[src/rtl/control_pkg.sv]
// Shared types for the multi-cycle sequencer: FSM state encoding, opcode
// constants and the opcode class used by DECODE.
package control_pkg;

  typedef enum logic [2:0] {
    ST_RESET     = 3'd0,
    ST_FETCH     = 3'd1,
    ST_DECODE    = 3'd2,
    ST_EXECUTE   = 3'd3,
    ST_WRITEBACK = 3'd4,
    ST_FAULT     = 3'd5
  } state_t;

  localparam logic [6:0] OPC_R = 7'b0110011;
  localparam logic [6:0] OPC_I = 7'b0010011;

  typedef enum logic [1:0] {
    CLS_R       = 2'd0,
    CLS_I       = 2'd1,
    CLS_ILLEGAL = 2'd2
  } op_class_t;

  function automatic op_class_t classify(input logic [6:0] opc);
    case (opc)
      OPC_R:   return CLS_R;
      OPC_I:   return CLS_I;
      default: return CLS_ILLEGAL;
    endcase
  endfunction

endpackage

[src/rtl/temporizador_imem.sv]
// Fetch-wait counter: counts enabled cycles since the last clear and flags
// the cycle in which IMEM_TIMEOUT-1 wait cycles have already elapsed.
module temporizador_imem #(
  parameter int IMEM_TIMEOUT = 16
) (
  input  logic clk_i,
  input  logic rst_i,
  input  logic clr_i,
  input  logic en_i,
  output logic tc_o
);

  localparam int CNT_W = (IMEM_TIMEOUT > 1) ? $clog2(IMEM_TIMEOUT) : 1;
  localparam logic [CNT_W-1:0] LAST = CNT_W'(IMEM_TIMEOUT - 1);

  logic [CNT_W-1:0] cnt;

  // Saturates at LAST so a stalled enable can never wrap back to zero.
  always_ff @(posedge clk_i) begin
    if (rst_i || clr_i) begin
      cnt <= '0;
    end else if (en_i && (cnt != LAST)) begin
      cnt <= cnt + 1'b1;
    end
  end

  assign tc_o = en_i && (cnt == LAST);

endmodule

[src/rtl/control_multiciclo.sv]
// Multi-cycle sequencer: fetches over a req/ack handshake, classifies the
// opcode and steps the datapath enables through FETCH/DECODE/EXECUTE/WRITEBACK.
module control_multiciclo import control_pkg::*; #(
  parameter int              XLEN         = 32,
  parameter logic [XLEN-1:0] RESET_PC     = '0,
  parameter int              IMEM_TIMEOUT = 16
) (
  input  logic            clk_i,
  input  logic            rst_i,
  output logic            imem_req_o,
  input  logic            imem_ack_i,
  input  logic [XLEN-1:0] imem_rdata_i,
  output logic [XLEN-1:0] pc_o,
  output logic [XLEN-1:0] ir_o,
  output logic            alu_latch_o,
  output logic            alusrc_o,
  output logic            regwrite_o,
  output logic            illegal_o,
  output logic            fault_o,
  output logic [31:0]     retired_o,
  output logic [2:0]      state_o
);

  localparam logic [XLEN-1:0] PC_STEP = XLEN'(4);

  state_t          state;
  op_class_t       cls_q;
  op_class_t       dec_cls;
  logic [XLEN-1:0] pc_q;
  logic [XLEN-1:0] ir_q;
  logic            alusrc_q;
  logic            illegal_q;
  logic            fault_q;
  logic [31:0]     retired_q;
  logic            fetch_tc;

  assign dec_cls = classify(ir_q[6:0]);

  // Counter runs only while fetching; an ack or leaving FETCH restarts it.
  temporizador_imem #(
    .IMEM_TIMEOUT (IMEM_TIMEOUT)
  ) u_temporizador (
    .clk_i (clk_i),
    .rst_i (rst_i),
    .clr_i ((state != ST_FETCH) || imem_ack_i),
    .en_i  (state == ST_FETCH),
    .tc_o  (fetch_tc)
  );

  always_ff @(posedge clk_i) begin
    if (rst_i) begin
      state     <= ST_RESET;
      pc_q      <= RESET_PC;
      ir_q      <= '0;
      cls_q     <= CLS_ILLEGAL;
      alusrc_q  <= 1'b0;
      illegal_q <= 1'b0;
      fault_q   <= 1'b0;
      retired_q <= '0;
    end else begin
      illegal_q <= 1'b0;
      case (state)
        ST_RESET: begin
          state <= ST_FETCH;
        end
        ST_FETCH: begin
          // Ack takes priority over a timeout landing in the same cycle.
          if (imem_ack_i) begin
            ir_q  <= imem_rdata_i;
            state <= ST_DECODE;
          end else if (fetch_tc) begin
            fault_q <= 1'b1;
            state   <= ST_FAULT;
          end
        end
        ST_DECODE: begin
          cls_q    <= dec_cls;
          alusrc_q <= (dec_cls == CLS_I);
          if (dec_cls == CLS_ILLEGAL) begin
            illegal_q <= 1'b1;
            pc_q      <= pc_q + PC_STEP;
            state     <= ST_FETCH;
          end else begin
            state <= ST_EXECUTE;
          end
        end
        ST_EXECUTE: begin
          state <= ST_WRITEBACK;
        end
        ST_WRITEBACK: begin
          pc_q      <= pc_q + PC_STEP;
          retired_q <= retired_q + 32'd1;
          state     <= ST_FETCH;
        end
        ST_FAULT: begin
          state <= ST_FAULT;
        end
        default: begin
          fault_q <= 1'b1;
          state   <= ST_FAULT;
        end
      endcase
    end
  end

  assign imem_req_o  = (state == ST_FETCH);
  assign alu_latch_o = (state == ST_EXECUTE) && (cls_q != CLS_ILLEGAL);
  assign regwrite_o  = (state == ST_WRITEBACK) && (cls_q != CLS_ILLEGAL);
  assign alusrc_o    = alusrc_q;
  assign illegal_o   = illegal_q;
  assign fault_o     = fault_q;
  assign pc_o        = pc_q;
  assign ir_o        = ir_q;
  assign retired_o   = retired_q;
  assign state_o     = state;

endmodule
[config.mk]
export PLATFORM = sky130hd
export DESIGN_NAME = control_multiciclo
export DESIGN_NICKNAME = d
export VERILOG_FILES = /design/src/rtl/control_pkg.sv /design/src/rtl/temporizador_imem.sv /design/src/rtl/control_multiciclo.sv
export SDC_FILE = /design/constraint.sdc
export NUM_CORES = 1
export LEC_CHECK = 0
export BUFFER_PORTS_ARGS = -buffer_cell sky130_fd_sc_hd__buf_4
export CORE_ASPECT_RATIO = 1.1
export CORE_MARGIN = 4
export CORE_UTILIZATION = 35
export DETAILED_ROUTE_END_ITERATION = 8
export PLACE_DENSITY = 0.56
export SLEW_MARGIN = 10
export SYNTH_ARGS = -nofsm -noshare
export SYNTH_HDL_FRONTEND = slang
export SYNTH_SLANG_ARGS = --single-unit
[constraint.sdc]
create_clock -name clk_i -period 1.84 [get_ports clk_i]
set_clock_uncertainty 0.05 [all_clocks]
set_input_delay 0.092 -clock clk_i [delete_from_list [all_inputs] [get_ports clk_i]]
set_output_delay 0.092 -clock clk_i [all_outputs]
set_load 0.005 [all_outputs]
== Yosys cells after proc, flatten, opt, wreduce, memory -nomap -nowiden ==
Cells that the tools add are included.
Operators by class
  $add $sub $neg: 3
  eq/ne operators: 17
  mux-type cells: 11
  bitwise logic cells: 2
  reductions and logical operators: 14
Operator list (count)
  $pmux W32 S2: 1
  $add A32 B1 Y32 const B: 1
  $add A32 B3 Y32 const B: 1
  $mux W32: 1
  $pmux W3 S4: 1
  $ne A2 B2 Y1 const B: 4
  $eq A7 B5 Y1 const B: 1
  $eq A7 B6 Y1 const B: 1
  $eq A3 B2 Y1 const B: 2
  $eq A3 B3 Y1 const B: 2
  $mux W3: 2
  $reduce_or A5 Y1: 1
  $add A4 B1 Y4 const B: 1
  $eq A4 B4 Y1 const B: 1
  $logic_and A1 B1 Y1: 4
  $ne A4 B4 Y1 const B: 1
  $pmux W2 S2: 1
  $reduce_and A2 Y1: 2
  $reduce_or A2 Y1: 2
  $eq A3 B1 Y1 const B: 1
  $logic_not A3 Y1: 1
  $mux W1: 3
  $ne A3 B1 Y1 const B: 1
  $ne A3 B3 Y1 const B: 1
  8 further kinds: 10
Storage, ports and cells
  register bits: 108
  bits of input ports: 35
  output and inout port bits: 105

== Logic depth before layout (Yosys ltp) ==
Gate-level depths: netlist of run 1.
  depth in word-level cells: 5
  depth in mapped cells: 7
  depth with buffers taken out: 5

== Hierarchy ==
From an unflattened synthesis of run 1, not the netlist that was laid out.
Second synthesis, totals
  cells, all modules: 542
  area total of the unflattened synthesis: 4593.2 um2
Modules (own cells, without submodules)
  control_multiciclo: times used 1, cells each 519, area each 4401.7 um2
  temporizador_imem: times used 1, cells each 23, area each 191.4 um2

== Worst setup path before layout of run 1 ==
No wires, ideal clock.
  path kind: flip-flop to flip-flop
  from: register pc_q[2], in the netlist pc_o[2]
  to: register pc_q[28], in the netlist pc_o[28]
  arrival time: 1.794 ns
  data required time: 1.669 ns
  setup slack: -0.125 ns
  stages on the path, launching flop included: 6
  buffers on the path: 0
  cells stage by stage: dfxtp_1 ha_1 nand3_1 or4_1 nor4_1 mux2_2
On the way
  longest elaborated chain between the ends: 3
Ends and longest elaborated chain
  start, declared: RTL line control_multiciclo.sv:29  | logic [XLEN-1:0] pc_q;
  start signal, assigned: RTL line control_multiciclo.sv:81  | pc_q <= pc_q + PC_STEP;
  start signal, assigned: RTL line control_multiciclo.sv:91  | pc_q <= pc_q + PC_STEP;
  $add A32 B3 Y32 (*): RTL line control_multiciclo.sv:81, control_multiciclo.sv:91
  $mux W32: RTL line control_multiciclo.sv:79  | if (dec_cls == CLS_ILLEGAL) begin
  $pmux W32 S2 (*): RTL line control_multiciclo.sv:62  | case (state)
Every way passes the cells marked *; elsewhere a longest branch is shown, timed or not. The select of a mux whose other input is x is not followed.
A chain may end at the register's enable or synchronous reset.

== Final worst setup path of run 1 ==
  from: register pc_q[3], in the netlist pc_o[3]
  to: register pc_q[25], in the netlist pc_o[25]
The elaborated chain is that of the path after synthesis.

==> run_results.csv, run 1 <==
group,metric,value,unit
run_status,outcome,"finished, violations left",
run_status,violations,"negative setup slack",
sta,min_period_over_period,1.03,
placed_design,placed_area,6540,um^2
grt,grt_pass1_wl,23500,um
synth,synth_mux_area_frac,0.0422,
synth,synth_top_family_by_area,"simple AND/OR/NAND/NOR gates",
cells_and_area,nFillCells,1222,
grt,first_global_vias,4838,
power_and_ir_drop,powerDensity,631,nW/um^2
clocking,ctsLongestPathBuffers,2,
drt,ant_nets,0,
critical_path,crit_type,"reg2reg",
critical_path,crit_path_cell_trace,"nand4_4 -> or4_4 -> nor4_2 -> mux2_2",
sta,hold_viol,0,
synth,syn_area_per_cell,8.33,um^2
critical_path,required,2.03,ns
critical_path,arrival,2.08,ns
critical_path,slowest_delay,0.63,ns
flow_run,max_cap_violations,0,
critical_path,cp_max_fo,10,
cells_and_area,nets,843,
drt,route.detailed.drc,0,
power_and_ir_drop,power,4.75,mW
sta,tightestPinTransition,0.547,ns
critical_path,timing.critical_path.buf_inv,0,
sta,slew_headroom,0.635,
synth,synthCells,569,
grt,antenna_found_initial,0,
synth,synth_edf_count,0,
grt,grt_use_total,0.185,
cells_and_area,diodes,0,
drt,drt-total-wl,14700,um
cells_and_area,drive_gt1_frac,0.402,
synth,synth_async_sr_flop_share,0,
sta,period_minus_slack,1.89,ns
critical_path,crit_family,"simple AND/OR/NAND/NOR gates",
floorplan,initial_core_util,0.359,
clocking,h-tree-depth,3,
sta,finalMaxSlewViolations,0,
drt,first_iter_violations,306,
cells_and_area,syn_to_final_growth,58.6,%
clocking,clkTransAtPathRegs,0.07,ns
power_and_ir_drop,ir_drop,0.323,mV
clocking,clk_latency,0.34,ns
floorplan,io_pins,140,
grt,grt_max_degree,52,
cells_and_area,final_cell_area,7520,um^2
cells_and_area,final_common_cell,"buf_4",
floorplan,coreArea,13200,um^2
floorplan,die_area,15500,um^2
sta,rsz0062_at_grt,"yes",
critical_path,critPathLaunchType,"register",
placed_design,io_buffers,137,
synth,synthSimpleGateAreaFrac,0.310,
critical_path,slowest_stage,"or4_4",
synth,synth_cell_types,45,
floorplan,die_w,119,um
critical_path,cp-end-kind,"register",
synth,synth_ff_type,"dfxtp_1",
synth,synth_compound_area_frac,0.130,
drt,drt_first_pass_iters,4,
synth,synth_fa_ha_area_frac,0.00792,
synth,syn_area,4740,um^2
grt,overflow,0,
sta,fin_ws,-0.0538,ns
placed_design,dp.final_hpwl,10100,um
floorplan,row_count,44,
placed_design,place.gp.congestion,0.789,
clocking,clkSinkCount,105,
drt,wl_per_cell,15.1,um
drt,vias,4971,
sta,setup_viol,4,
synth,synth.ff_latch_count,105,
synth,synth-xor-area-share,0.0259,
synth,synth-seq-area-share,0.443,
sta,max_freq,0.528,GHz
clocking,cts_root_buffer,"clkbuf_16",
drt,routed_via_density,5.12,
clocking,cts_tree,"done",
synth,yosysWarnings,0,
hold_path,hp-class,"in2reg",
sta,fin_setup_tns,-0.129,ns
clocking,cts_buffers,9,
floorplan,die_height,130,um
cells_and_area,final_cell_mix,"buf_4, dfxtp_1, nand2_1, a21oi_1, nor2_1",
power_and_ir_drop,total_leakage_power,3.11,nW
[per-stage QoR]
stage | setup WS [ns] | cells | utilization | hold WS [ns]
2_1_floorplan | -0.00357 | 570 | - | 0.178
3_3_place_gp | -0.0863 | 912 | 0.495 | 0.289
3_5_place_dp | -0.106 | 912 | 0.495 | 0.301
4_1_cts | -0.0666 | 964 | 0.552 | 0.151
5_1_grt | -0.0920 | 971 | 0.569 | 0.184
6_report | -0.0538 | 971 | 0.569 | 0.171
[report_power, final]
group	switching, mW	internal [mW]	total, mW
clock	0.842	1.09	1.93
combinational	0.224	0.249	0.473
sequential	0.0298	2.31	2.34
total	1.10	3.65	4.75
[cells by family (layout without fill, tap and decap cells)]
family	Yosys count	count (layout)
compound gates	109	109
other cells	1	2
flops	105	105
simple gates	273	273
fa+ha+maj	3	3
buf+inv	46	286
mux	18	18
xor+xnor	14	14
[registers in the layout (all words and copies together), names as in the netlist]
signal / count
alusrc_o: 1
cls_q: 1
fault_o: 1
illegal_o: 1
ir_o: 32
pc_o: 30
retired_o: 32
state_o: 3
u_temporizador.cnt: 4
[final cells by class]
cell class | count | area [um^2] | area share
multi-input combinational | 419 | 2760 | 0.367
timing repair buffer | 261 | 2100 | 0.279
clock inverter | 3 | 40.0 | 0.00532
clock buffer | 13 | 250 | 0.0333
inverter | 9 | 33.8 | 0.00449
tap | 161 | 201 | 0.0268
sequential | 105 | 2130 | 0.284
[timing repair]
| item | 4_1_cts | 5_1_grt |
|---|---|---|
| hold endpoints to repair | 34 | 0 |
| resized for setup | 22 | 41 |
| hold buffers | 33 | 0 |
| endpoints found under the setup margin | 29 | 46 |
| buffers inserted | 3 | 8 |
| pin swaps | 5 | 19 |
[metal layers]
metal  wire length [um]  track usage
met1               6340        0.228
met2               7280        0.307
met3                649       0.0412
met4                423       0.0879
met5                  0            0
[cells in the mapped netlist, types with 15 or more instances]
master    number  area (um^2)
nor2_1        36          135
mux2_2        16          180
nor2b_1       17          106
dfxtp_1      105         2100
nand2_1       86          323
nand4_1       16          100
or4_1         22          165
clkbuf_1      21         78.8
or3_1         15         93.8
o31ai_1       20          150
a21oi_1       70          350
nand3_1       22          110
[final timing paths]
path	start	to	slack (ns)	cells past startpoint
max reg2reg	pc_o[3]	pc_o[25]	-0.05	4
min reg2reg	ir_o[30]	ir_o[30]	0.41	2
max	pc_o[3]	pc_o[25]	-0.05	4
min	rst_i	retired_o[7]	0.17	2
No activity file was read; power rests on OpenSTA's default activity.
==> run 2, diff against run 1 <==
- CORE_UTILIZATION: 35 -> 40
- PLACE_DENSITY: 0.56 -> 0.63
==> run 2 against run 1 <==
  * The flow still finishes with violations (negative setup slack)
  * Setup slack gained 0.027 ns
  * Count of clock-buffer cells in the layout shrank 4
  * Die area shrank 12%
  * Wire length shrank 3.9%
  * Sequential cell count is the same
  * Sequential share of layout area grew 0.54 points
  * First-iteration DRC count grew 6.5%
  * Power grew 3.2%
  * Worst hold slack lost 0.16 ns
  * Critical path type unchanged
==> run_results.csv, run 2 (synthesis gave the netlist of run 1 again) <==
group,metric,value,unit
cells_and_area,diodes,0,
sta,max_freq,0.536,GHz
clocking,ctsLongestPathBuffers,2,
floorplan,die_area,13700,um^2
placed_design,dp.final_hpwl,9430,um
power_and_ir_drop,p_sw,1.14,mW
drt,first_iter_violations,326,
grt,antenna_found_initial,0,
clocking,h-tree-depth,3,
power_and_ir_drop,pwr-share-clk,0.427,
power_and_ir_drop,swShare,0.233,
sta,period_minus_slack,1.87,ns
sta,tightestPinTransition,0.530,ns
sta,fin_ws,-0.0272,ns
run_status,violations,"negative setup slack",
drt,vias,5022,
critical_path,crit_type,"reg2reg",
floorplan,row_count,41,
power_and_ir_drop,combPwrFrac,0.095,
drt,ant_nets,0,
sta,finalMaxSlewViolations,0,
grt,grt_max_degree,54,
sta,rsz0062_at_grt,"yes",
flow_run,max_cap_violations,0,
grt,grt_pass1_wl,22000,um
sta,hold_viol,0,
placed_design,place_inst,894,
cells_and_area,drive_gt1_frac,0.376,
critical_path,cp-end-kind,"register",
grt,first_global_vias,4685,
power_and_ir_drop,powerDensity,665,nW/um^2
drt,drt_first_pass_iters,5,
cells_and_area,final_common_cell,"buf_4",
floorplan,coreArea,11500,um^2
power_and_ir_drop,intPower,3.76,mW
critical_path,cp_max_fo,34,
cells_and_area,nets,826,
cells_and_area,final_cell_mix,"buf_4, dfxtp_1, nand2_1, a21oi_1, nor2_1",
cells_and_area,nFillCells,968,
placed_design,place.gp.congestion,0.849,
clocking,clk_latency,0.34,ns
sta,fin_setup_tns,-0.114,ns
clocking,clkSinkCount,105,
sta,slew_headroom,0.647,
cells_and_area,final_cells,943,
clocking,clkTransAtPathRegs,0.07,ns
clocking,cts_root_buffer,"clkbuf_16",
grt,overflow,0,
run_status,outcome,"finished, violations left",
hold_path,hp-class,"in2reg",
floorplan,die_height,122,um
cells_and_area,syn_to_final_growth,55.5,%
sta,min_period_over_period,1.01,
floorplan,die_w,112,um
floorplan,initial_core_util,0.411,
drt,drt-total-wl,14100,um
drt,wl_per_cell,15.0,um
grt,grt_use_total,0.193,
power_and_ir_drop,ir_drop,0.536,mV
critical_path,critPathLaunchType,"register",
clocking,cts_buffers,9,
critical_path,required,2.05,ns
power_and_ir_drop,pwr-share-seq,0.478,
placed_design,io_buffers,137,
clocking,cts_tree,"done",
critical_path,arrival,2.08,ns
drt,route.detailed.drc,0,
floorplan,io_pins,140,
drt,routed_via_density,5.33,
power_and_ir_drop,total_leakage_power,3.07,nW
sta,setup_viol,6,
## run 2: final timing paths
check	end	cells past startpoint	startpoint	slack, ns
max	pc_o[5]	6	ir_o[4]	-0.03
min	state_o[1]	3	imem_ack_i	0.01
max reg2reg	pc_o[5]	6	ir_o[4]	-0.03
min reg2reg	ir_o[21]	2	ir_o[21]	0.40
## run 2: area by class of cell
| type | instances | area [um^2] | area share |
|---|---|---|---|
| Timing Repair Buffer | 244 | 1960 | 0.265 |
| Clock buffer | 9 | 225 | 0.0305 |
| Clock inverter | 7 | 100 | 0.0136 |
| Tap cell | 150 | 188 | 0.0254 |
| Inverter | 9 | 33.8 | 0.00458 |
| Multi-Input combinational cell | 419 | 2740 | 0.372 |
| Sequential cell | 105 | 2130 | 0.289 |
## run 2: worst max-delay path, stage by stage (launching register included)
cell and delay [ns]:
dfxtp_1 0.31, nor2b_1 0.13, a311o_1 0.38, buf_12 0.19, buf_4 0.18, or3_1 0.36
a21oi_2 0.15
## run 2: per-layer routing
metal / wire length, um / vias up / part of all wire / GRT usage
met5: 0 / - / 0 / 0
met4: 376 / 0 / 0.027 / 0.0798
met3: 657 / 35 / 0.047 / 0.0457
met2: 7140 / 135 / 0.51 / 0.325
met1: 5950 / 2374 / 0.42 / 0.237
li1: - / 2478 / - / -
## run 2: through the flow
stage | setup WS (ns) | hold slack [ns] | instance area, um^2 | power [mW] | util
2_1_floorplan | -0.00357 | 0.178 | 4830 | 2.57 | -
3_5_place_dp | -0.0740 | 0.297 | 6470 | 2.78 | 0.561
6_report | -0.0272 | 0.0115 | 7380 | 4.90 | 0.639
3_3_place_gp | -0.0543 | 0.290 | 6470 | 2.77 | 0.561
5_1_grt | -0.0823 | 0.0347 | 7380 | 5.08 | 0.639
4_1_cts | -0.0571 | 0.000411 | 7200 | 4.93 | 0.624
## run 2: power groups by stage
stage               clock (mW)  sequential, mW  combinational, mW
floorplan                    0            2.40              0.175
global placement             0            2.39              0.382
detailed placement           0            2.39              0.389
CTS                       2.14            2.34              0.451
global route              2.23            2.35              0.508
finish                    2.09            2.34              0.466
## run 2: what timing repair did
item | in CTS | in global routing
hold buffers | 32 | 0
gates resized for setup | 16 | 35
endpoints found under the setup margin | 28 | 45
pin swaps | 6 | 6
endpoints found under the hold margin | 32 | 0
setup buffers | 0 | 2
==> run 3, diff against run 2 <==
- CORE_UTILIZATION: 40 -> 47
- PLACE_DENSITY: 0.63 -> 0.73
==> run 3 against run 2 <==
  * The run still ends with negative setup slack left
  * Global-route usage increased by 4.3 points
  * Critical path depth unchanged
  * Sequential share of layout area increased by 0.63 points
  * Via count increased by 1.4%
  * Register-to-register slack about the same
  * Maximum frequency about the same
  * Wire length increased by 3.0%
  * Die area decreased by 14%
  * Sequential power about the same
  * Setup slack about the same
  * Final cell count decreased by 2.4%
  * Clock power decreased by 30%
  * Critical path type unchanged
  * Critical endpoint is now retired_o[28]
  * Largest power group unchanged
==> run_results.csv, run 3 (synthesis gave the netlist of run 1 again) <==
group,metric,value,unit
floorplan,row_count,38,
cells_and_area,drive_gt1_frac,0.379,
floorplan,coreArea,9840,um^2
critical_path,slowest_stage,"or4_1",
placed_design,placed_area,6420,um^2
run_status,violations,"negative setup slack",
sta,rsz0062_at_grt,"yes",
cells_and_area,diodes,0,
clocking,ctsLongestPathBuffers,2,
clocking,clk_latency,0.37,ns
drt,first_iter_violations,229,
sta,tightestPinTransition,0.628,ns
placed_design,place.gp.congestion,0.834,
sta,min_period_over_period,1.01,
drt,wl_per_cell,15.8,um
grt,grt_pass1_wl,23300,um
clocking,cts_tree,"done",
sta,period_minus_slack,1.87,ns
drt,route.detailed.drc,0,
sta,slew_headroom,0.581,
power_and_ir_drop,powerDensity,593,nW/um^2
run_status,outcome,"finished, violations left",
drt,routed_via_density,5.53,
clocking,cts_buffers,9,
flow_run,max_cap_violations,0,
floorplan,io_pins,140,
grt,grt_max_degree,59,
cells_and_area,final_common_cell,"buf_4",
critical_path,cp-end-kind,"register",
grt,antenna_found_initial,0,
sta,setup_viol,11,
sta,finalMaxSlewViolations,0,
clocking,cts_root_buffer,"clkbuf_8",
grt,overflow,0,
drt,ant_nets,0,
critical_path,crit_family,"simple AND/OR/NAND/NOR gates",
critical_path,critPathLaunchType,"register",
clocking,h-tree-depth,3,
floorplan,die_area,11800,um^2
power_and_ir_drop,total_leakage_power,3.02,nW
critical_path,cp_max_fo,5,
cells_and_area,nets,833,
cells_and_area,syn_to_final_growth,52.5,%
critical_path,cp_common_cell,"buf_6",
floorplan,initial_core_util,0.482,
sta,max_freq,0.536,GHz
clocking,clkSinkCount,105,
drt,drt-total-wl,14500,um
cells_and_area,final_cell_area,7230,um^2
sta,hold_viol,0,
power_and_ir_drop,ir_drop,0.403,mV
critical_path,crit_path_cell_trace,"buf_6 -> and4bb_4 -> nand4_1 -> buf_6 -> or4_1 -> a21oi_1",
sta,fin_ws,-0.0271,ns
cells_and_area,final_cell_mix,"buf_4, dfxtp_1, nand2_1, a21oi_1, nor2_1",
drt,drt_first_pass_iters,4,
grt,first_global_vias,5016,
critical_path,crit_type,"reg2reg",
placed_design,dp.final_hpwl,9660,um
critical_path,arrival,2.11,ns
grt,grt_use_total,0.236,
hold_path,hp-class,"in2reg",
floorplan,die_w,104,um
drt,vias,5092,
critical_path,slowest_delay,0.46,ns
clocking,clkTransAtPathRegs,0.10,ns
floorplan,die_height,113,um
placed_design,io_buffers,137,
critical_path,required,2.09,ns
critical_path,timing.critical_path.buf_inv,2,
power_and_ir_drop,power,4.29,mW
[run 3: cell types whose count changed in the layout (fill, tap and decap cells not counted), moves of 3 or more]
| cell | before | now |
|---|---|---|
| buf_6 | 2 | 7 |
| clkbuf_16 | 9 | 0 |
| clkbuf_8 | 0 | 10 |
| dfxtp_1 | 91 | 88 |
| dfxtp_2 | 9 | 12 |
| mux2_2 | 9 | 14 |
| mux2_4 | 7 | 2 |
| nor3_1 | 5 | 8 |
[run 3: per-stage QoR]
step	cells	hold WS (ns)	util	TNS [ns]	setup WS, ns
detailed placement	862	0.297	0.652	-0.760	-0.110
CTS	913	0.149	0.716	-0.141	-0.0481
global placement	862	0.290	0.652	-0.138	-0.0447
floorplan	570	0.178	-	-0.00692	-0.00357
global route	920	0.199	0.735	-3.47	-0.189
finish	920	0.182	0.735	-0.167	-0.0271
[run 3: final cells by class]
type / instances / area, um^2
tap: 120 / 150
inverter: 9 / 33.8
fill: 713 / 2610
clock buffer: 10 / 138
clock inverter: 6 / 66.3
sequential: 105 / 2140
multi-input combinational: 419 / 2680
timing repair buffer: 251 / 2030
[run 3: what timing repair did]
| action | in CTS | in global routing |
|---|---|---|
| pin swaps | 3 | 7 |
| gates cloned | 0 | 1 |
| buffers inserted | 2 | 6 |
| hold buffers | 33 | 0 |
| setup endpoints to repair | 31 | 42 |
| resized for setup | 14 | 31 |
| hold endpoints to repair | 34 | 0 |
[run 3: final timing paths]
kind                            startpoint            end  slack (ns)  cells after the start
worst max-delay path            state_o[1]  retired_o[28]       -0.03                      6
worst min register to register    ir_o[27]       ir_o[27]        0.41                      2
worst min-delay path                 rst_i        fault_o        0.18                      2
worst max register to register  state_o[1]  retired_o[28]       -0.03                      6
[run 3: metal layers]
layer | part of all wire | GRT usage
met1 | 0.41 | 0.277
met2 | 0.51 | 0.417
met3 | 0.046 | 0.0399
met4 | 0.035 | 0.120
met5 | 0 | 0
[run 3: power breakdown]
| part | leakage [nW] | total, mW | internal [mW] | switching, mW |
|---|---|---|---|---|
| Sequential | 0.859 | 2.34 | 2.31 | 0.0320 |
| Combinational | 2.06 | 0.473 | 0.247 | 0.226 |
| Clock | 0.107 | 1.47 | 0.672 | 0.801 |
| Total | 3.02 | 4.29 | 3.23 | 1.06 |
[run 3: worst reg2reg max path: cells and delay by family, from the launching register on]
kind	cells	cell delay (ns)
AOI/OAI and AO/OA	1	0.15
buffers and inverters	2	0.27
and+or+nand+nor	3	0.97
DFF	1	0.36
